File: src/rtl/spi_slave_core.sv
// -----------------------------------------------------------------------------
// spi_slave_core
//
// SPI responder datapath and control. The external master drives sck, ss_n
// and mosi asynchronously to clk; all three are oversampled through
// SYNC_STAGES flops. Edges of the synchronised sck are detected in the clk
// domain, so sck must run at least 8x slower than clk.
//
// Optional build macro: SPI_SLAVE_OVR_DETECT_EN
//   When defined, an extra output ovrf flags a frame that completed while
//   spif was still set; in that case rx_data keeps the unread byte.
//   When undefined, such a frame simply overwrites rx_data.
//
// Parameters
//   DATA_W       frame / buffer width in bits
//   SYNC_STAGES  synchronizer depth on sck, ss_n, mosi (>= 2)
//
// Ports
//   clk      system clock, rising edge
//   rst      asynchronous active-low reset
//   sck      SPI clock from master (async)
//   ss_n     slave select, active low (async)
//   mosi     master-out data (async)
//   miso     slave-out data
//   miso_oe  miso pad output enable
//   cpol     clock idle level
//   cpha     0: sample on leading edge, 1: sample on trailing edge
//   lsbfe    1: LSB first, 0: MSB first
//   tx_data  byte to transmit
//   tx_wr    one-cycle write strobe for tx_data
//   rx_data  last received byte
//   rx_rd    one-cycle strobe, clears spif
//   spif     received byte available
//   sptef    transmit buffer empty
//   ovrf     receive overrun (only with SPI_SLAVE_OVR_DETECT_EN)
// -----------------------------------------------------------------------------
module spi_slave_core #(
  parameter int DATA_W      = 8,
  parameter int SYNC_STAGES = 2
) (
  input  logic              clk,
  input  logic              rst,
  input  logic              sck,
  input  logic              ss_n,
  input  logic              mosi,
  output logic              miso,
  output logic              miso_oe,
  input  logic              cpol,
  input  logic              cpha,
  input  logic              lsbfe,
  input  logic [DATA_W-1:0] tx_data,
  input  logic              tx_wr,
  output logic [DATA_W-1:0] rx_data,
  input  logic              rx_rd,
  output logic              spif,
  output logic              sptef
`ifdef SPI_SLAVE_OVR_DETECT_EN
  ,
  output logic              ovrf
`endif
);

  localparam int CNT_W = $clog2(DATA_W);
  localparam logic [CNT_W-1:0] LAST_BIT = CNT_W'(DATA_W - 1);

  // Pin index 0 = sck, 1 = ss_n, 2 = mosi. ss_n idles high, so its
  // synchronizer resets to 1 to avoid a false select after reset.
  localparam logic [2:0] SYNC_RST = 3'b010;

  typedef enum logic [1:0] {
    ST_IDLE  = 2'd0,
    ST_LOAD  = 2'd1,
    ST_SHIFT = 2'd2
  } state_t;

  // ---------------------------------------------------------------------------
  // Synchronizers
  // ---------------------------------------------------------------------------
  logic [2:0]             pin_vec;
  logic [SYNC_STAGES-1:0] sync_reg [3];

  assign pin_vec = {mosi, ss_n, sck};

  genvar gi;
  generate
    for (gi = 0; gi < 3; gi++) begin : g_sync
      always_ff @(posedge clk or negedge rst) begin
        if (!rst) begin
          sync_reg[gi] <= {SYNC_STAGES{SYNC_RST[gi]}};
        end else begin
          sync_reg[gi] <= {sync_reg[gi][SYNC_STAGES-2:0], pin_vec[gi]};
        end
      end
    end
  endgenerate

  logic sck_s;
  logic ss_s;
  logic mosi_s;

  assign sck_s  = sync_reg[0][SYNC_STAGES-1];
  assign ss_s   = sync_reg[1][SYNC_STAGES-1];
  assign mosi_s = sync_reg[2][SYNC_STAGES-1];

  // ---------------------------------------------------------------------------
  // Edge detection
  // ---------------------------------------------------------------------------
  logic sck_d_reg;
  logic ss_d_reg;

  always_ff @(posedge clk or negedge rst) begin
    if (!rst) begin
      sck_d_reg <= 1'b0;
      ss_d_reg  <= 1'b1;
    end else begin
      sck_d_reg <= sck_s;
      ss_d_reg  <= ss_s;
    end
  end

  logic sck_rise;
  logic sck_fall;
  logic lead_edge;
  logic trail_edge;
  logic sample_edge;
  logic shift_edge;
  logic ss_fall;
  logic ss_rise;

  assign sck_rise    = sck_s & ~sck_d_reg;
  assign sck_fall    = ~sck_s & sck_d_reg;
  assign lead_edge   = cpol ? sck_fall : sck_rise;
  assign trail_edge  = cpol ? sck_rise : sck_fall;
  assign sample_edge = cpha ? trail_edge : lead_edge;
  assign shift_edge  = cpha ? lead_edge : trail_edge;
  assign ss_fall     = ss_d_reg & ~ss_s;
  assign ss_rise     = ~ss_d_reg & ss_s;

  // ---------------------------------------------------------------------------
  // FSM: state register
  // ---------------------------------------------------------------------------
  state_t state_reg;
  state_t state_next;

  always_ff @(posedge clk or negedge rst) begin
    if (!rst) begin
      state_reg <= ST_IDLE;
    end else begin
      state_reg <= state_next;
    end
  end

  // ---------------------------------------------------------------------------
  // FSM: next state
  // ---------------------------------------------------------------------------
  always_comb begin
    state_next = state_reg;
    case (state_reg)
      ST_IDLE:  if (ss_fall) state_next = ST_LOAD;
      ST_LOAD:  state_next = ST_SHIFT;
      ST_SHIFT: state_next = ST_SHIFT;
      default:  state_next = ST_IDLE;
    endcase
    if (ss_rise) begin
      state_next = ST_IDLE;
    end
  end

  // ---------------------------------------------------------------------------
  // FSM: control outputs
  // ---------------------------------------------------------------------------
  logic [CNT_W-1:0] bit_cnt_reg;
  logic             in_load;
  logic             do_sample;
  logic             shift_evt;
  logic             frame_done;
  logic             load_evt;

  always_comb begin
    in_load    = 1'b0;
    do_sample  = 1'b0;
    shift_evt  = 1'b0;
    frame_done = 1'b0;
    load_evt   = 1'b0;
    case (state_reg)
      ST_LOAD: begin
        in_load  = 1'b1;
        load_evt = 1'b1;
      end
      ST_SHIFT: begin
        if (!ss_rise) begin
          do_sample  = sample_edge;
          shift_evt  = shift_edge;
          frame_done = sample_edge && (bit_cnt_reg == LAST_BIT);
          load_evt   = frame_done;
        end
      end
      default: ;
    endcase
  end

  // ---------------------------------------------------------------------------
  // Transmit buffer
  // ---------------------------------------------------------------------------
  logic [DATA_W-1:0] tx_buf_reg;
  logic              sptef_reg;

  always_ff @(posedge clk or negedge rst) begin
    if (!rst) begin
      tx_buf_reg <= '0;
      sptef_reg  <= 1'b1;
    end else begin
      if (tx_wr && sptef_reg) begin
        tx_buf_reg <= tx_data;
      end
      // A load empties the buffer; an accepted write fills it. They cannot
      // collide on the same buffer state because a write needs sptef=1 and
      // a consuming load needs sptef=0.
      if (load_evt && !sptef_reg) begin
        sptef_reg <= 1'b1;
      end else if (tx_wr && sptef_reg) begin
        sptef_reg <= 1'b0;
      end
    end
  end

  // ---------------------------------------------------------------------------
  // Shift registers and bit counter
  // ---------------------------------------------------------------------------
  logic [DATA_W-1:0] tx_shift_reg;
  logic [DATA_W-1:0] rx_shift_reg;
  logic [DATA_W-1:0] rx_shift_next;
  logic              skip_reg;

  assign rx_shift_next = lsbfe ? {mosi_s, rx_shift_reg[DATA_W-1:1]}
                               : {rx_shift_reg[DATA_W-2:0], mosi_s};

  // skip_reg suppresses the next shift edge after a (re)load. With cpha=1
  // the first leading edge of a frame only presents the first bit. With
  // cpha=0 a reload lands on the last leading edge, and the trailing edge
  // that follows must not push the new first bit out.
  always_ff @(posedge clk or negedge rst) begin
    if (!rst) begin
      tx_shift_reg <= '0;
      skip_reg     <= 1'b0;
    end else if (load_evt) begin
      tx_shift_reg <= sptef_reg ? {DATA_W{1'b1}} : tx_buf_reg;
      skip_reg     <= in_load ? cpha : 1'b1;
    end else if (shift_evt) begin
      if (skip_reg) begin
        skip_reg <= 1'b0;
      end else if (lsbfe) begin
        tx_shift_reg <= {1'b0, tx_shift_reg[DATA_W-1:1]};
      end else begin
        tx_shift_reg <= {tx_shift_reg[DATA_W-2:0], 1'b0};
      end
    end
  end

  always_ff @(posedge clk or negedge rst) begin
    if (!rst) begin
      rx_shift_reg <= '0;
      bit_cnt_reg  <= '0;
    end else begin
      if (do_sample) begin
        rx_shift_reg <= rx_shift_next;
      end
      if (in_load || ss_rise || frame_done) begin
        bit_cnt_reg <= '0;
      end else if (do_sample) begin
        bit_cnt_reg <= bit_cnt_reg + CNT_W'(1);
      end
    end
  end

  // ---------------------------------------------------------------------------
  // Receive data and status
  // ---------------------------------------------------------------------------
  logic [DATA_W-1:0] rx_data_reg;
  logic              spif_reg;
  logic              rx_upd;

`ifdef SPI_SLAVE_OVR_DETECT_EN
  logic ovrf_reg;

  // An unread byte is protected: a completion while spif is set is an overrun.
  assign rx_upd = frame_done && !spif_reg;

  always_ff @(posedge clk or negedge rst) begin
    if (!rst) begin
      ovrf_reg <= 1'b0;
    end else if (frame_done && spif_reg) begin
      ovrf_reg <= 1'b1;
    end else if (rx_rd) begin
      ovrf_reg <= 1'b0;
    end
  end

  assign ovrf = ovrf_reg;
`else
  assign rx_upd = frame_done;
`endif

  always_ff @(posedge clk or negedge rst) begin
    if (!rst) begin
      rx_data_reg <= '0;
      spif_reg    <= 1'b0;
    end else begin
      if (rx_upd) begin
        rx_data_reg <= rx_shift_next;
      end
      // A completion in the same cycle as rx_rd keeps spif set.
      if (frame_done) begin
        spif_reg <= 1'b1;
      end else if (rx_rd) begin
        spif_reg <= 1'b0;
      end
    end
  end

  // ---------------------------------------------------------------------------
  // Pad side
  // ---------------------------------------------------------------------------
  logic miso_oe_reg;

  always_ff @(posedge clk or negedge rst) begin
    if (!rst) begin
      miso_oe_reg <= 1'b0;
    end else begin
      miso_oe_reg <= ~ss_s;
    end
  end

  assign miso    = lsbfe ? tx_shift_reg[0] : tx_shift_reg[DATA_W-1];
  assign miso_oe = miso_oe_reg;
  assign rx_data = rx_data_reg;
  assign spif    = spif_reg;
  assign sptef   = sptef_reg;

endmodule

File: config.mk
export PLATFORM = sky130hd
export DESIGN_NAME = spi_slave_core
export DESIGN_NICKNAME = d
export VERILOG_FILES = /design/src/rtl/spi_slave_core.sv
export SDC_FILE = /design/constraint.sdc
export NUM_CORES = 1
export LEC_CHECK = 0
export CAP_MARGIN = 20
export CORE_ASPECT_RATIO = 1.75
export CORE_MARGIN = 3
export CORE_UTILIZATION = 50
export DETAILED_ROUTE_END_ITERATION = 16
export PLACE_DENSITY = 0.77
export SYNTH_ARGS = -nofsm -noshare
export SYNTH_HDL_FRONTEND = slang
export SYNTH_SLANG_ARGS = --single-unit
File: constraint.sdc
create_clock -name clk -period 5.2 [get_ports clk]
set_input_delay 1.3 -clock clk [delete_from_list [all_inputs] [get_ports clk]]
set_output_delay 1.3 -clock clk [all_outputs]
set_load 0.1 [all_outputs]
==> results of run 1 <==
-- cells by family after synthesis --
kind of cell / after synthesis / share of synthesized area, %
xor gates and xnor gates: 1 / 0.398
DFF: 49 / 55.9
AOI/OAI and AO/OA: 23 / 5.91
and+or+nand+nor: 43 / 10.2
buffers and inverters: 14 / 3.18
adders and majority gates: 6 / 3.41
muxes: 44 / 20.9
-- cell type report --
type                            instances  area [um2]
Fill cell                             353        1580
Clock buffer                            7        76.3
Timing Repair Buffer                   31         310
Multi-Input combinational cell        117         900
Tap cell                               49        61.3
Clock inverter                          1        7.51
Inverter                                7        26.3
Sequential cell                        49        1230
-- final timing paths --
kind	from	end	slack, ns
worst min register to register	sync_reg[0]$_DFF_PN0_	mosi_s$_DFF_PN0_	0.36
worst max-delay path	lsbfe	miso	1.31
max in group asynchronous	rst	sptef$_DFFE_PN1P_	3.80
worst max register to register	ss_d_reg$_DFF_PN1_	bit_cnt_reg[1]$_DFFE_PN0P_	3.05
worst min-delay path	sync_reg[0]$_DFF_PN0_	mosi_s$_DFF_PN0_	0.36
min in group asynchronous	rst	bit_cnt_reg[2]$_DFFE_PN0P_	0.86
-- through the flow --
| stage | total power [mW] | instance area, um2 |
|---|---|---|
| after CTS | 1.18 | 2590 |
| after global routing | 1.25 | 2610 |
| after global placement | 0.939 | 2510 |
| after detailed placement | 0.964 | 2510 |
| after floorplan | 0.873 | 2200 |
| final | 1.16 | 2610 |
-- power breakdown --
part           switching, mW  total (mW)  internal [mW]
Sequential            0.0811       0.577          0.496
Combinational          0.202       0.377          0.174
Clock                  0.115       0.210         0.0952
Total                  0.398        1.16          0.765
-- cell usage in the layout (no fill, tap or decap), types with 2 or more instances in the layout --
master / netlist / routed
dfrtp_1: 45 / 45
mux2i_1: 28 / 28
clkdlybuf4s50_1: 0 / 27
nor2_1: 17 / 17
mux2_2: 16 / 16
nand2_1: 11 / 11
o21ai_0: 11 / 11
a21oi_1: 8 / 8
inv_1: 7 / 7
ha_1: 6 / 6
nor2b_1: 5 / 5
clkbuf_8: 0 / 5
dfstp_2: 4 / 4
nor3_1: 3 / 3
o21a_1: 2 / 2
and2_1: 2 / 2
clkbuf_1: 2 / 2
buf_4: 2 / 2
-- per-layer routing --
layer  GRT usage (%)  vias up  wire length, um
li1                -      676                -
met1            14.5      665             1280
met2            27.9       32             2030
met3            3.44        7              157
met4            7.72        0               80
met5               0        -                0
-- worst max-delay path, delay by kind of cell --
family	cells	cell delay (ns)
multiplexers	1	0.36
buffers and inverters	3	0.92
-- synth_stat cells (all sizes together) --
cell | count | area share, %
and2 | 2 | 0.57
nor2 | 17 | 2.9
mux2 | 16 | 8.2
nand3b | 1 | 0.34
o32a | 1 | 0.51
xor2 | 1 | 0.40
nor2b | 5 | 1.4
o21a | 2 | 0.68
and2b | 1 | 0.34
nand2 | 11 | 1.9
dfrtp | 45 | 51
ha | 6 | 3.4
clkbuf | 2 | 0.34
mux2i | 28 | 13
nand2b | 1 | 0.28
buf | 5 | 1.6
o21ai | 11 | 2.5
a21oi | 9 | 2.2
nand4b | 1 | 1.1
nor3 | 4 | 1.4
dfstp | 4 | 4.8
inv | 7 | 1.2
==> reports/metrics.cfg, run 1 <==
[detailed_routing]
drt-initial-drc-count = 18
wire_per_inst_um = 13.6
num_vias = 1380
wl_um = 3550
detail-route-antenna-nets = 0
drt_pass1_iterations = 4
route.detailed.drc = 0
viasPerCell = 5.29

[sta]
fin_setup_tns_ns = 0
tightestPinTransition_ns = 0.973
fin_ws_ns = 1.31
fmax_ghz = 0.257
skew_ns = 0.00271
finalHoldViolCount = 0
whs_ns = 0.356
finalMaxSlewViolations = 0
finalCritPeriodShare_pct = 74.9
final-setup-viol-count = 0
rsz0062_at_grt = no
min_period_ns = 3.89
slew_headroom_pct = 34.9

[yosys]
syn-num-nets = 204
yosysUniqueCellTypes = 26
syn_inst = 180
ys_seq_area_share_pct = 55.9
yosysWarnings = 0
synth_seq_cells = 49
syn_area_mm2 = 0.00220
syn_area_per_cell_um2 = 12.2

[run_status]
status = complete, no violations

[setup_path]
crit_arrival_ns = 2.59
worstSetupPathType = in -> out
worst-r2r-cell-count = 6
start_kind = input port
cp_slowest_cell = clkdlybuf4s50_1
critPathMostFrequentCell = buf_4
critPathRequiredTime_ns = 3.90
crit_fanout = 17
path_cells = clkdlybuf4s50_1 -> buf_4 -> mux2_2 -> buf_4
cp-end-kind = output port
max_stage_delay_ns = 0.45

[power]
ir_drop_uv = 377
leakage_nw = 1.12
power_density_mw_per_mm2 = 445

[clock_network]
path_clk_slew_ns = 0.08
ctsResizeCount = 0
cts_buffers = 5
cts_num_sinks = 49
clk_latency_ns = 0.29
cts_tree = built
clk_path_buf_depth = 2
holdBufCountCts = 0
post_cts_buffers = 0
htree_levels = 2
cts_root_buf = clkbuf_8

[placed_design]
port_buffers = 29
place_ws_ns = 1.29
dpl.hpwl_um = 2680
dp.cells = 252
gp_congestion = 0.774

[min_path]
hold_depth = 0
hold_class = reg -> reg

[die]
start_util_pct = 52.5
die_x_um = 56.2
rows = 31
chipHeight_um = 93.8
io_pins = 30
die_area_mm2 = 0.00526
coreArea_mm2 = 0.00419

[global_route]
grt_use_total_pct = 14.8
antenna_found_initial = 0
grt_pass1_wl_um = 6100
grt_overflow = 0
grt_max_degree = 50
grt_pass1_vias = 1430

[finish]
antenna_cells = 0
fin_util_pct = 62.4
syn_to_final_growth_pct = 18.7
final_layout_size_suffix_gt1_share_pct = 16.0
nNetsFinal = 235
final_cell_count_no_fill = 261

[job]
drv_cap = 0

Note: power is estimated with default switching activity, not from simulation.
==> run 2: changes to the inputs <==
==> constraint.sdc (replaced) <==
create_clock -name clk -period 3.9 [get_ports clk]
set_input_delay 0.975 -clock clk [delete_from_list [all_inputs] [get_ports clk]]
set_output_delay 0.975 -clock clk [all_outputs]
set_load 0.1 [all_outputs]
==> run 2 against run 1 <==
Net effect:
- first-iteration DRC count is the same
- critical path type unchanged
- sequential cell count stayed put
- largest power group unchanged
- design area grew 1.6%
==> reports/metrics.cfg, run 2 (synthesized netlist as in run 1, its figures left out) <==
[sta]
fmax_ghz = 0.336
skew_ns = 0.00533  ; was 0.00271 ns
min_period_ns = 2.98
fin_ws_ns = 0.923  ; was 1.31 ns
finalCritPeriodShare_pct = 76.3
final-setup-viol-count = 0  ; unchanged
tightestPinTransition_ns = 0.966  ; was 0.973 ns
rsz0062_at_grt = no  ; unchanged
finalMaxSlewViolations = 0  ; unchanged
slew_headroom_pct = 35.4  ; was 34.9%
finalHoldViolCount = 0  ; unchanged
fin_setup_tns_ns = 0  ; unchanged

[clock_network]
clk_path_buf_depth = 2  ; unchanged
holdBufCountCts = 0  ; unchanged
cts_root_buf = clkbuf_8  ; unchanged
path_clk_slew_ns = 0.08  ; about the same
cts_num_sinks = 49  ; unchanged
cts_tree = built  ; unchanged
htree_levels = 2  ; unchanged
post_cts_buffers = 0  ; unchanged
cts_buffers = 5  ; unchanged
ctsResizeCount = 0  ; unchanged
clk_latency_ns = 0.29  ; about the same

[setup_path]
path_cells = clkdlybuf4s50_1 -> mux2_2 -> buf_12  ; was clkdlybuf4s50_1 -> buf_4 -> mux2_2 -> buf_4
crit_fanout = 2  ; was 17
critPathBufInv = 2  ; was 3
worst-r2r-cell-count = 6  ; unchanged
cp-end-kind = output port  ; unchanged
cp_slowest_cell = clkdlybuf4s50_1  ; unchanged
crit_end = miso  ; unchanged
max_stage_delay_ns = 0.49  ; was 0.45 ns
crit_arrival_ns = 2.00  ; was 2.59 ns
cpLargestDelayFamily = buffers and inverters  ; unchanged
cp_num_cells = 3  ; was 4
start_kind = input port  ; unchanged
critPathRequiredTime_ns = 2.92  ; was 3.90 ns
r2r_start = ss_d_reg$_DFF_PN1_  ; unchanged
worstSetupPathType = in -> out  ; unchanged
worstSetupStartpoint = lsbfe  ; unchanged
timing.rr.end = bit_cnt_reg[0]$_DFFE_PN0P_  ; was bit_cnt_reg[1]$_DFFE_PN0P_
r2r_setup_slack_ns = 1.76  ; was 3.05 ns

[placed_design]
gp_congestion = 0.832  ; was 0.774
place_ws_ns = 0.722  ; was 1.29 ns
dpl.hpwl_um = 2790  ; was 2680 um
port_buffers = 29  ; unchanged
place_area_mm2 = 0.00252  ; was 0.00251 mm2

[detailed_routing]
wire_per_inst_um = 14.1  ; was 13.6 um
route.detailed.drc = 0  ; unchanged
num_vias = 1371  ; was 1380
wl_um = 3680  ; was 3550 um
drt-initial-drc-count = 18  ; unchanged
drt_pass1_iterations = 4  ; unchanged
detail-route-antenna-nets = 0  ; unchanged
viasPerCell = 5.25  ; was 5.29

[die]
coreArea_mm2 = 0.00419  ; unchanged
die_area_mm2 = 0.00526  ; unchanged
start_util_pct = 52.5  ; unchanged
rows = 31  ; unchanged
io_pins = 30  ; unchanged
chipHeight_um = 93.8  ; unchanged
die_x_um = 56.2  ; unchanged

[finish]
antenna_cells = 0  ; unchanged
regArea_mm2 = 0.00123  ; unchanged
multi_input_area_um2 = 900  ; unchanged
design_area_mm2 = 0.00266  ; was 0.00261 mm2
final_layout_size_suffix_gt1_share_pct = 17.0  ; was 16.0%
syn_to_final_growth_pct = 20.6  ; was 18.7%
num-fill-cells = 349  ; was 353
final_cell_mix = 45 x dfrtp_1, 28 x mux2i_1, 26 x clkdlybuf4s50_1, 17 x nor2_1, 16 x mux2_2  ; was 45 x dfrtp_1, 28 x mux2i_1, 27 x clkdlybuf4s50_1, 17 x nor2_1, 16 x mux2_2
layout_commonest_cell = dfrtp_1  ; unchanged
nNetsFinal = 235  ; unchanged
fin_util_pct = 63.4  ; was 62.4%

[global_route]
antenna_found_initial = 0  ; unchanged
grt_max_degree = 50  ; unchanged
grt_pass1_wl_um = 6560  ; was 6100 um
grt_use_total_pct = 16.0  ; was 14.8%
grt_overflow = 0  ; unchanged
grt_pass1_vias = 1459  ; was 1430

[min_path]
hold_class = reg -> reg  ; unchanged

[run_status]
status = complete, no violations  ; unchanged

[power]
ir_drop_uv = 474  ; was 377 uV
power_density_mw_per_mm2 = 623  ; was 445 mW/mm2
p_total_mw = 1.65  ; was 1.16 mW
leakage_nw = 1.15  ; was 1.12 nW

[job]
drv_cap = 0  ; unchanged

run 2: cell count changes in the layout (fill, tap and decap cells not counted):
cell,previous run,this run
bufinv_16,0,1
buf_12,1,2
clkbuf_8,5,6
clkbuf_1,2,1
clkinvlp_4,1,0
clkdlybuf4s50_1,27,26
run 2: cell type report:
type / instances / area share (%)
Clock buffer: 7 / 3.25
Clock inverter: 1 / 1.13
Inverter: 7 / 0.990
Multi-Input combinational cell: 117 / 33.9
Sequential cell: 49 / 46.4
Tap cell: 49 / 2.31
Timing Repair Buffer: 31 / 12.1
run 2: worst min path at each step:
stage                               start                to  slack, ns  cells past startpoint
finish              sync_reg[0]$_DFF_PN0_  mosi_s$_DFF_PN0_       0.35                      0
global route        sync_reg[2]$_DFF_PN1_    ss_s$_DFF_PN1_       0.37                      0
CTS                 sync_reg[0]$_DFF_PN0_  mosi_s$_DFF_PN0_       0.36                      0
detailed placement  sync_reg[0]$_DFF_PN0_  mosi_s$_DFF_PN0_       0.34                      0
global placement    sync_reg[4]$_DFF_PN0_   sck_s$_DFF_PN0_       0.33                      0
floorplan           sync_reg[0]$_DFF_PN0_  mosi_s$_DFF_PN0_       0.33                      0
run 2: report_power, final:
group	internal [mW]	switching (mW)	total [mW]
combinational	0.244	0.275	0.520
clock	0.209	0.155	0.364
sequential	0.661	0.110	0.771
run 2: per-stage QoR:
step	hold slack, ns	cells
3_5_place_dp	0.338	252
2_1_floorplan	0.331	180
6_report	0.353	261
3_3_place_gp	0.334	252
4_1_cts	0.358	260
5_1_grt	0.370	261
run 2: layer usage:
metal / vias up / part of all wire [%] / track usage (%)
met4: 0 / 2.4 / 8.51
met2: 28 / 57 / 30.4
li1: 675 / - / -
met1: 661 / 37 / 16.1
met3: 7 / 3.9 / 2.75
met5: - / 0 / 0
